==> src/rtl/present_core_param.sv <==
// PRESENT block cipher core, one round per clock, 80- or 128-bit key, valid/ready on both sides.
// Define PRESENT_DEC_EN to build the decrypt path; without it every block is encrypted.
module present_core_param #(
  parameter int KEY_W  = 128,
  parameter int ROUNDS = 31
) (
  input  logic             clk,
  input  logic             rst,
  input  logic             in_valid,
  output logic             in_ready,
  input  logic [63:0]      in_data,
  input  logic [KEY_W-1:0] in_key,
  input  logic             in_decrypt,
  output logic             out_valid,
  input  logic             out_ready,
  output logic [63:0]      out_data,
  output logic             busy
);

  localparam int         CTR_LO = (KEY_W == 80) ? 15 : 62;
  localparam int         S2_HI  = KEY_W - 5;
  localparam int         S2_LO  = KEY_W - 8;
  localparam logic [4:0] LAST   = 5'(ROUNDS);

  if (KEY_W != 80 && KEY_W != 128) begin : g_bad_key_w
    $error("present_core_param: KEY_W must be 80 or 128");
  end
  if (ROUNDS < 1 || ROUNDS > 31) begin : g_bad_rounds
    $error("present_core_param: ROUNDS must be in 1..31");
  end

  typedef enum logic [1:0] {IDLE = 2'd0, KEYEXP = 2'd1, RUN = 2'd2, DONE = 2'd3} state_t;

  function automatic logic [3:0] sbox(input logic [3:0] x);
    case (x)
      4'h0: return 4'hC;  4'h1: return 4'h5;  4'h2: return 4'h6;  4'h3: return 4'hB;
      4'h4: return 4'h9;  4'h5: return 4'h0;  4'h6: return 4'hA;  4'h7: return 4'hD;
      4'h8: return 4'h3;  4'h9: return 4'hE;  4'hA: return 4'hF;  4'hB: return 4'h8;
      4'hC: return 4'h4;  4'hD: return 4'h7;  4'hE: return 4'h1;  4'hF: return 4'h2;
      default: return 4'h0;
    endcase
  endfunction

  function automatic logic [63:0] sbox_layer(input logic [63:0] x);
    logic [63:0] y;
    for (int i = 0; i < 16; i++) y[4*i +: 4] = sbox(x[4*i +: 4]);
    return y;
  endfunction

  // Bit i moves to i*16 mod 63; bit 63 stays put.
  function automatic logic [63:0] p_layer(input logic [63:0] x);
    logic [63:0] y;
    for (int i = 0; i < 63; i++) y[(i * 16) % 63] = x[i];
    y[63] = x[63];
    return y;
  endfunction

  function automatic logic [KEY_W-1:0] key_fwd(input logic [KEY_W-1:0] k, input logic [4:0] c);
    logic [KEY_W-1:0] t;
    t = {k[KEY_W-62:0], k[KEY_W-1:KEY_W-61]};
    t[KEY_W-1:KEY_W-4] = sbox(t[KEY_W-1:KEY_W-4]);
    if (KEY_W == 128) t[S2_HI:S2_LO] = sbox(t[S2_HI:S2_LO]);
    t[CTR_LO+4:CTR_LO] = t[CTR_LO+4:CTR_LO] ^ c;
    return t;
  endfunction

  state_t           r_fsm, w_fsm_nxt;
  logic [63:0]      r_blk, r_out;
  logic [KEY_W-1:0] r_key, w_key_nxt;
  logic [4:0]       r_cnt;
  logic             r_in_ready, r_out_valid, r_busy;
  logic [63:0]      w_rk, w_enc_blk, w_enc_last;
  logic             w_accept, w_dec_req, w_run_last;

  assign w_accept   = in_valid && r_in_ready;
  assign w_rk       = r_key[KEY_W-1:KEY_W-64];
  assign w_key_nxt  = key_fwd(r_key, r_cnt);
  assign w_enc_blk  = p_layer(sbox_layer(r_blk ^ w_rk));
  assign w_enc_last = w_enc_blk ^ w_key_nxt[KEY_W-1:KEY_W-64];

`ifdef PRESENT_DEC_EN
  function automatic logic [3:0] sbox_inv(input logic [3:0] x);
    case (x)
      4'h0: return 4'h5;  4'h1: return 4'hE;  4'h2: return 4'hF;  4'h3: return 4'h8;
      4'h4: return 4'hC;  4'h5: return 4'h1;  4'h6: return 4'h2;  4'h7: return 4'hD;
      4'h8: return 4'hB;  4'h9: return 4'h4;  4'hA: return 4'h6;  4'hB: return 4'h3;
      4'hC: return 4'h0;  4'hD: return 4'h7;  4'hE: return 4'h9;  4'hF: return 4'hA;
      default: return 4'h0;
    endcase
  endfunction

  function automatic logic [63:0] sbox_inv_layer(input logic [63:0] x);
    logic [63:0] y;
    for (int i = 0; i < 16; i++) y[4*i +: 4] = sbox_inv(x[4*i +: 4]);
    return y;
  endfunction

  function automatic logic [63:0] p_inv(input logic [63:0] x);
    logic [63:0] y;
    for (int i = 0; i < 63; i++) y[i] = x[(i * 16) % 63];
    y[63] = x[63];
    return y;
  endfunction

  // Undo one schedule step: counter XOR, S-box, then rotate right 61.
  function automatic logic [KEY_W-1:0] key_inv(input logic [KEY_W-1:0] k, input logic [4:0] c);
    logic [KEY_W-1:0] t;
    t = k;
    t[CTR_LO+4:CTR_LO] = t[CTR_LO+4:CTR_LO] ^ c;
    t[KEY_W-1:KEY_W-4] = sbox_inv(t[KEY_W-1:KEY_W-4]);
    if (KEY_W == 128) t[S2_HI:S2_LO] = sbox_inv(t[S2_HI:S2_LO]);
    return {t[60:0], t[KEY_W-1:61]};
  endfunction

  logic             r_dec, r_first;
  logic [KEY_W-1:0] w_key_prev;
  logic [63:0]      w_dec_blk;

  assign w_dec_req  = in_decrypt;
  assign w_key_prev = key_inv(r_key, r_cnt);
  assign w_dec_blk  = sbox_inv_layer(p_inv(r_blk)) ^ w_key_prev[KEY_W-1:KEY_W-64];
  assign w_run_last = r_dec ? (!r_first && r_cnt == 5'd1) : (r_cnt == LAST);
`else
  logic w_unused_decrypt;
  assign w_unused_decrypt = in_decrypt;
  assign w_dec_req        = 1'b0;
  assign w_run_last       = (r_cnt == LAST);
`endif

  always_comb begin
    w_fsm_nxt = r_fsm;
    case (r_fsm)
      IDLE:    w_fsm_nxt = w_accept ? (w_dec_req ? KEYEXP : RUN) : IDLE;
      KEYEXP:  w_fsm_nxt = (r_cnt == LAST) ? RUN : KEYEXP;
      RUN:     w_fsm_nxt = w_run_last ? DONE : RUN;
      DONE:    w_fsm_nxt = out_ready ? IDLE : DONE;
      default: w_fsm_nxt = IDLE;
    endcase
  end

  // Handshake flags are registered from the next state so they change with the state.
  always_ff @(posedge clk) begin
    if (rst) begin
      r_fsm       <= IDLE;
      r_in_ready  <= 1'b1;
      r_out_valid <= 1'b0;
      r_busy      <= 1'b0;
    end else begin
      r_fsm       <= w_fsm_nxt;
      r_in_ready  <= (w_fsm_nxt == IDLE);
      r_out_valid <= (w_fsm_nxt == DONE);
      r_busy      <= (w_fsm_nxt != IDLE);
    end
  end

  always_ff @(posedge clk) begin
    if (rst) begin
      r_blk <= 64'h0;
      r_key <= {KEY_W{1'b0}};
      r_cnt <= 5'd0;
      r_out <= 64'h0;
`ifdef PRESENT_DEC_EN
      r_dec   <= 1'b0;
      r_first <= 1'b0;
`endif
    end else begin
      case (r_fsm)
        IDLE: begin
          if (w_accept) begin
            r_blk <= in_data;
            r_key <= in_key;
            r_cnt <= 5'd1;
`ifdef PRESENT_DEC_EN
            r_dec   <= w_dec_req;
            r_first <= 1'b1;
`endif
          end
        end
        KEYEXP: begin
          r_key <= w_key_nxt;
          r_cnt <= (r_cnt == LAST) ? LAST : r_cnt + 5'd1;
        end
        RUN: begin
`ifdef PRESENT_DEC_EN
          if (r_dec) begin
            if (r_first) begin
              r_blk   <= r_blk ^ w_rk;
              r_first <= 1'b0;
            end else begin
              r_blk <= w_dec_blk;
              r_key <= w_key_prev;
              if (r_cnt == 5'd1) r_out <= w_dec_blk;
              else r_cnt <= r_cnt - 5'd1;
            end
          end else
`endif
          begin
            r_blk <= w_enc_blk;
            r_key <= w_key_nxt;
            if (r_cnt == LAST) r_out <= w_enc_last;
            else r_cnt <= r_cnt + 5'd1;
          end
        end
        DONE: begin
          if (out_ready) r_cnt <= 5'd0;
        end
        default: r_cnt <= 5'd0;
      endcase
    end
  end

  assign in_ready  = r_in_ready;
  assign out_valid = r_out_valid;
  assign out_data  = r_out;
  assign busy      = r_busy;

endmodule

==> config.mk <==
export PLATFORM = sky130hd
export DESIGN_NAME = present_core_param
export DESIGN_NICKNAME = d
export VERILOG_FILES = /design/src/rtl/present_core_param.sv
export SDC_FILE = /design/constraint.sdc
export NUM_CORES = 1
export LEC_CHECK = 0
export ABC_AREA = 0
export CORE_ASPECT_RATIO = 1.1
export CORE_MARGIN = 2
export CORE_UTILIZATION = 54
export DETAILED_ROUTE_END_ITERATION = 8
export GPL_ROUTABILITY_DRIVEN = 0
export GPL_TIMING_DRIVEN = 0
export PLACE_DENSITY_LB_ADDON = 0.1
export SLEW_MARGIN = 10
export SYNTH_ARGS = -nofsm -noshare
export SYNTH_HDL_FRONTEND = slang
export SYNTH_SLANG_ARGS = --single-unit
==> constraint.sdc <==
create_clock -name clk -period 3.5 [get_ports clk]
set_clock_uncertainty 0.2 [all_clocks]
set_input_delay 0.35 -clock clk [delete_from_list [all_inputs] [get_ports clk]]
set_output_delay 0.35 -clock clk [all_outputs]
set_load 0.05 [all_outputs]
==> reports/results.tsv, run 1 <==
metric	value	unit
grt-ovfl-total	0	
synth_top_family_by_area	compound AO/OA/AOI/OAI gates	
slew_viol_final	0	
grt_pass1_wl	78.5	mm
row_count	65	
fill_cells	2259	
finalNetCount	2315	
slowest_stage	clkbuf_1	
yosysTopAreaCellShare	35.2	%
synthMuxAreaShare	14.5	%
ys_async_sr_fraction	0	%
tightest_slew	1.05	ns
die_area	0.0302	mm^2
finalSetupViolCount	0	
grt_max_degree	15	
synth_seq_cells	274	
cts_sinks	274	
start_util	54.6	%
hold_path.class	primary input to flip-flop	
antenna_cells	0	
endpoint_kind	flip-flop	
synth_commonest_cells	274 x dfxtp_1, 210 x nor2_1, 185 x mux2i_1	
setup_slack	0.219	ns
cts_tree	yes	
synth_compound_area_share	16.0	%
fp.dieH	182	um
path_cells	ha_1 -> and3_1 -> ha_1 -> and2_0 -> clkbuf_1 -> buf_1 -> nand2_1 -> a21oi_1	
fmax	0.305	GHz
slowest_delay	0.75	ns
drtIter0Drc	1092	
fin_crit_sh	93.8	%
route.detailed.drc	0	
io_buffer_count	261	
cts_buffers	29	
drv_cap	0	
peakVddDrop	0.000394	V
syn_avg_cell_area	9.03	um^2
synth_simple_gate_area_share	12.4	%
synthTopCellsByArea	dfxtp_1 35%, mux2i_1 12%, a211oi_1 7.9%, ha_1 7.9%, xnor2_1 5.3%	
tns	0	ns
status	complete, no violations	
gr-usage-all-layers	33.1	%
routedWlPerCell	21.6	um
dr.pass1.iters	5	
wl	51.9	mm
synth_top_cell_by_area	dfxtp_1	
yosysUniqueCellTypes	59	
ios	264	
syn_to_final_growth	26.7	%
worstSkewPairLatency	0.56	ns
internal_power	7.40	mW
syn_inst	1726	
synth_flop_cell	dfxtp_1	
syn_nets	2022	
antenna_found_initial	0	
syn_area	0.0156	mm^2
rsz0062_at_grt	false	
cp_common_cell	ha_1	
critPathRequiredTime	3.77	ns
synth_fa_ha_area_share	7.95	%
dp_hpwl	39.8	mm
grt_pass1_vias	13800	
p_sw_share	36.6	%
multi_input_area	0.00934	mm^2
final.min_clock_period	3.28	ns
p_per_area	592	mW/mm^2
ys_seq_area_share	35.2	%
clock-root-buffer	clkbuf_16	
yosys_warnings	0	
core_area	0.0285	mm^2
pwr-share-seq	32.5	%
antenna_left	0	
start_kind	flip-flop	
drive_above_1_share	6.23	%
p_clk_share	29.9	%
net-switching-power	4.28	mW
vias	14000	
p_leak	7.73	nW
synth.most_common_cell	dfxtp_1	
die_x	166	um
path_max_fanout	10	
path_class	flip-flop to flip-flop	
place_ws	0.222	ns
register_area	0.00549	mm^2
synth_xor_area_share	9.03	%
hold_viol	0	
combPwrFrac	37.7	%
synth_edf_count	0	
h-tree-depth	1	
timing.slew.headroom	29.7	%
cts_max_path_buffers	3	
critPathArrivalTime	3.55	ns
path_clk_slew	0.06	ns
vias_per_cell	5.82	
==> metal layers <==
metal | vias up | GRT usage [%] | share of wire (%)
met3 | 131 | 6.38 | 8.3
li1 | 6587 | - | -
met2 | 636 | 54.5 | 46
met4 | 0 | 15.2 | 5.0
met5 | - | 0 | 0
met1 | 6651 | 42.2 | 41
==> timing repair <==
item                                    CTS  global route
hold endpoints to repair                  1             0
hold buffers                              1             0
gates resized for setup                   0             2
setup buffers                             0             0
endpoints found under the setup margin    0             3
==> through the flow <==
| stage | utilization (%) | total power [mW] | hold slack [ns] | cell area [um^2] | std cells |
|---|---|---|---|---|---|
| after detailed placement | 65.3 | 8.13 | 0.246 | 18700 | 2355 |
| after floorplan | - | 6.67 | 0.243 | 15600 | 1726 |
| after CTS | 69.1 | 11.6 | 0.248 | 19700 | 2408 |
| after global routing | 69.2 | 12.1 | 0.266 | 19700 | 2408 |
| after global placement | 65.3 | 8.02 | 0.240 | 18700 | 2355 |
| final | 69.2 | 11.7 | 0.239 | 19700 | 2408 |
==> power groups by stage <==
stage,clock network [mW],logic [mW],registers [mW]
after global placement,0,4.18,3.84
after CTS,3.47,4.32,3.78
final,3.49,4.40,3.79
after detailed placement,0,4.28,3.85
after global routing,3.59,4.71,3.82
after floorplan,0,2.90,3.76
==> final cells by class <==
cell class                      count  area share (%)
Buffer                            116            2.43
Clock buffer                       39            4.17
Clock inverter                     13            1.23
Inverter                           76            1.45
Multi-Input combinational cell   1260            47.3
Sequential cell                   274            27.8
Tap cell                          368            2.33
Timing Repair Buffer              262            13.3
==> kinds of logic after synthesis <==
| family | count (synthesis) |
|---|---|
| AO/OA/AOI/OAI | 370 |
| XOR/XNOR | 143 |
| adder cells (fa/ha/maj) | 99 |
| buffers and inverters | 192 |
| flip-flops | 274 |
| multiplexers | 204 |
| AND/OR/NAND/NOR | 444 |
==> path summary, 6_finish.rpt <==
path,startpoint,to,slack [ns],cells past startpoint
worst min-delay path,in_key[86],r_key[86],0.24,3
worst max-delay path,r_cnt[0],out_data[30],0.22,8
worst min register to register,out_data[22],out_data[22],0.25,2
worst max register to register,r_cnt[0],out_data[30],0.22,8
==> cell usage in the layout (no fill, tap or decap), types with 6 or more instances in the layout <==
master / n
mux2i_1: 185
nor2_1: 210
mux4_2: 12
inv_1: 75
clkbuf_1: 69
xor2_2: 12
buf_2: 36
a211o_1: 16
nand3_1: 7
bufinv_16: 7
xnor2_1: 94
nand2b_1: 9
a211oi_1: 165
dfxtp_1: 274
nand2_1: 144
clkbuf_8: 6
clkbuf_16: 29
o211ai_1: 23
o21ai_0: 20
buf_1: 15
xor2_1: 33
a21oi_1: 113
nand3b_1: 32
ha_1: 99
clkdlybuf4s50_1: 261
nor3_1: 19
==> critical path: cells and delay by family (launching register included) <==
kind	cells	cell delay (ns)
adder cells (fa/ha/maj)	2	0.44
AND/OR/NAND/NOR	3	0.74
AO/OA/AOI/OAI	1	0.15
flip-flops	1	0.42
buffers and inverters	2	1.25
==> flip-flops by register name (all words and copies together) (netlist names), 2 cells and up <==
name,count
r_key,128
r_blk,64
out_data,64
r_fsm,2
w_key_nxt,8
r_cnt,5
Note: power is estimated with default switching activity, not from simulation.
==> run 2, diff against run 1 <==
CTS_CLUSTER_DIAMETER = 30   (was default)
TNS_END_PERCENT = 5   (was default)
==> run 2 against run 1 <==
Effect of this change:
- clock power rose by 54%
- first-iteration DRC count rose by 5.8%
- total power rose by 16%
- hold slack improved by 0.0051 ns
- die area did not move
- fmax fell by 2.4%
- non-clock buffer count did not move
- routed wire length rose by 2.2%
- critical path depth rose by 3
- critical path type unchanged
- via count rose by 2.9%
- global-route usage rose by 0.78 points
- cell area rose by 4.2%
==> reports/results.tsv, run 2 (same netlist as run 1, synthesis figures left out) <==
metric	value	unit	change
slew_viol_final	0		unchanged
grt_max_degree	14		-1
slowest_stage	a211oi_2		
wl_met3	4.57	mm	+5.7%
fin_crit_sh	96.0	%	+2.3 points
min_from	in_key[86]		
finalNetCount	2343		+1.2%
largest_reg_flops	128		unchanged
drt-met1-wl	21.4	mm	+1.1%
r2r-start	r_fsm[0]		
antenna_found_initial	0		unchanged
hold_viol	0		unchanged
wl	53.1	mm	+2.2%
rsz0062_at_grt	false		
critPathRequiredTime	3.76	ns	about the same
antenna_cells	0		unchanged
drtIter0Drc	1155		+5.8%
place_ws	0.222	ns	unchanged
cts_buffers	57		+97%
p_leak	8.13	nW	+5.2%
syn_to_final_growth	32.0	%	
drive_above_1_share	8.23	%	+2.0 points
worstSkewPairLatency	0.56	ns	about the same
finalSetupViolCount	0		unchanged
timing.slew.headroom	29.7	%	about the same
peakVddDrop	0.000569	V	+45%
routedWlPerCell	21.6	um	+0.13%
setup_slack	0.139	ns	-0.0797 ns
path_clk_slew	0.05	ns	about the same
slowest_delay	0.51	ns	-0.24 ns
hold_path.class	primary input to flip-flop		
critPathArrivalTime	3.62	ns	+0.07 ns
die_x	166	um	unchanged
drv_cap	0		unchanged
start_kind	flip-flop		
antenna_left	0		unchanged
start_util	54.6	%	unchanged
h-tree-depth	2		+1
endpoint_kind	flip-flop		
hold_depth	3		unchanged
final_common_cell	dfxtp_1		
dr.max_layer_used	met4		
clock-root-buffer	clkbuf_16		
fin_area	0.0206	mm^2	+4.2%
path_cells	inv_1 -> ha_1 -> buf_2 -> nand2b_1 -> nand2_1 -> buf_2 -> a211oi_2 -> inv_1 -> ha_1 -> mux2_2 -> o22ai_1		
dp.cells	2355		unchanged
die_area	0.0302	mm^2	unchanged
cts_sinks	274		unchanged
gr-usage-all-layers	33.9	%	+0.78 points
grt_pass1_vias	14200		+3.2%
vias_per_cell	5.86		+0.80%
ios	264		unchanged
r2r_cells	11		+3
final_cell_mix	274 x dfxtp_1, 261 x clkdlybuf4s50_1, 210 x nor2_1		
place_area	0.0187	mm^2	unchanged
core_area	0.0285	mm^2	unchanged
grt_pass1_wl	80.4	mm	+2.5%
holdPathEnd	r_key[86]		
fmax	0.298	GHz	-2.4%
wl_met2	24.5	mm	+2.8%
fp.dieH	182	um	unchanged
cts_tree	yes		
fill_cells	2146		-5.0%
path_class	flip-flop to flip-flop		
grt-ovfl-total	0		unchanged
p_per_area	660	mW/mm^2	+12%
r2r_setup_slack	0.14	ns	-0.08 ns
dr.pass1.iters	5		unchanged
cts_max_path_buffers	3		unchanged
status	complete, no violations		
row_count	65		unchanged
final.min_clock_period	3.36	ns	+0.0797 ns
dp_hpwl	39.8	mm	unchanged
vias	14400		+2.9%
largest-register	r_key		
tns	0	ns	unchanged
instances_no_fill	2458		+2.1%
rr_endpoint	w_key_nxt[122]		
path_max_fanout	10		unchanged
route.detailed.drc	0		unchanged
io_buffer_count	261		unchanged
tightest_slew	1.05	ns	+0.000164 ns
run 2: critical path: cells and delay by family (launching register included):
kind,cells,cell delay [ns]
and+or+nand+nor,2,0.40
AOI/OAI and AO/OA,2,0.72
muxes,1,0.27
adders and majority gates,2,0.61
DFF,1,0.35
buffers and inverters,4,0.70
run 2: worst max-delay path by stage:
stage                   from             end  slack [ns]
floorplan           r_fsm[0]  w_key_nxt[126]        0.75
global placement    in_valid  w_key_nxt[126]        0.26
detailed placement  r_fsm[1]  w_key_nxt[126]        0.22
CTS                 r_fsm[0]  w_key_nxt[126]        0.18
global route        r_fsm[0]  w_key_nxt[120]       0.003
finish              r_fsm[0]  w_key_nxt[122]        0.14
run 2: stage by stage:
step	utilization, %	power, mW	hold slack [ns]
floorplan	-	6.67	0.243
global placement	65.3	8.02	0.240
detailed placement	65.3	8.13	0.246
CTS	72.0	13.5	0.238
global route	72.0	14.1	0.258
finish	72.0	13.6	0.244
run 2: power breakdown:
group	internal [mW]	switching, mW	leakage [nW]
Combinational	1.79	2.62	4.96
Clock	3.60	1.76	0.923
Sequential	3.47	0.339	2.25
run 2: what timing repair did:
action / 4_1_cts / 5_1_grt
hold buffers: 1 / 0
setup endpoints to repair: 0 / 1
buffers inserted: 0 / 0
gates resized for setup: 0 / 1
endpoints found under the hold margin: 1 / 0
run 2: per-layer routing:
metal  vias to the layer above  GRT usage (%)
met5                         -              0
met4                         0           15.0
met3                       159           7.22
met2                       700           56.0
met1                      6874           42.9
li1                       6677              -
run 2: cell type report:
| cell class | count | area (um^2) | area share [%] |
|---|---|---|---|
| multi-input combinational | 1260 | 9330 | 45.4 |
| sequential | 274 | 5490 | 26.7 |
| timing repair buffer | 262 | 2620 | 12.8 |
| clock buffer | 72 | 1540 | 7.50 |
| buffer | 116 | 480 | 2.34 |
| tap | 368 | 460 | 2.24 |
| clock inverter | 30 | 355 | 1.73 |
| inverter | 76 | 285 | 1.39 |
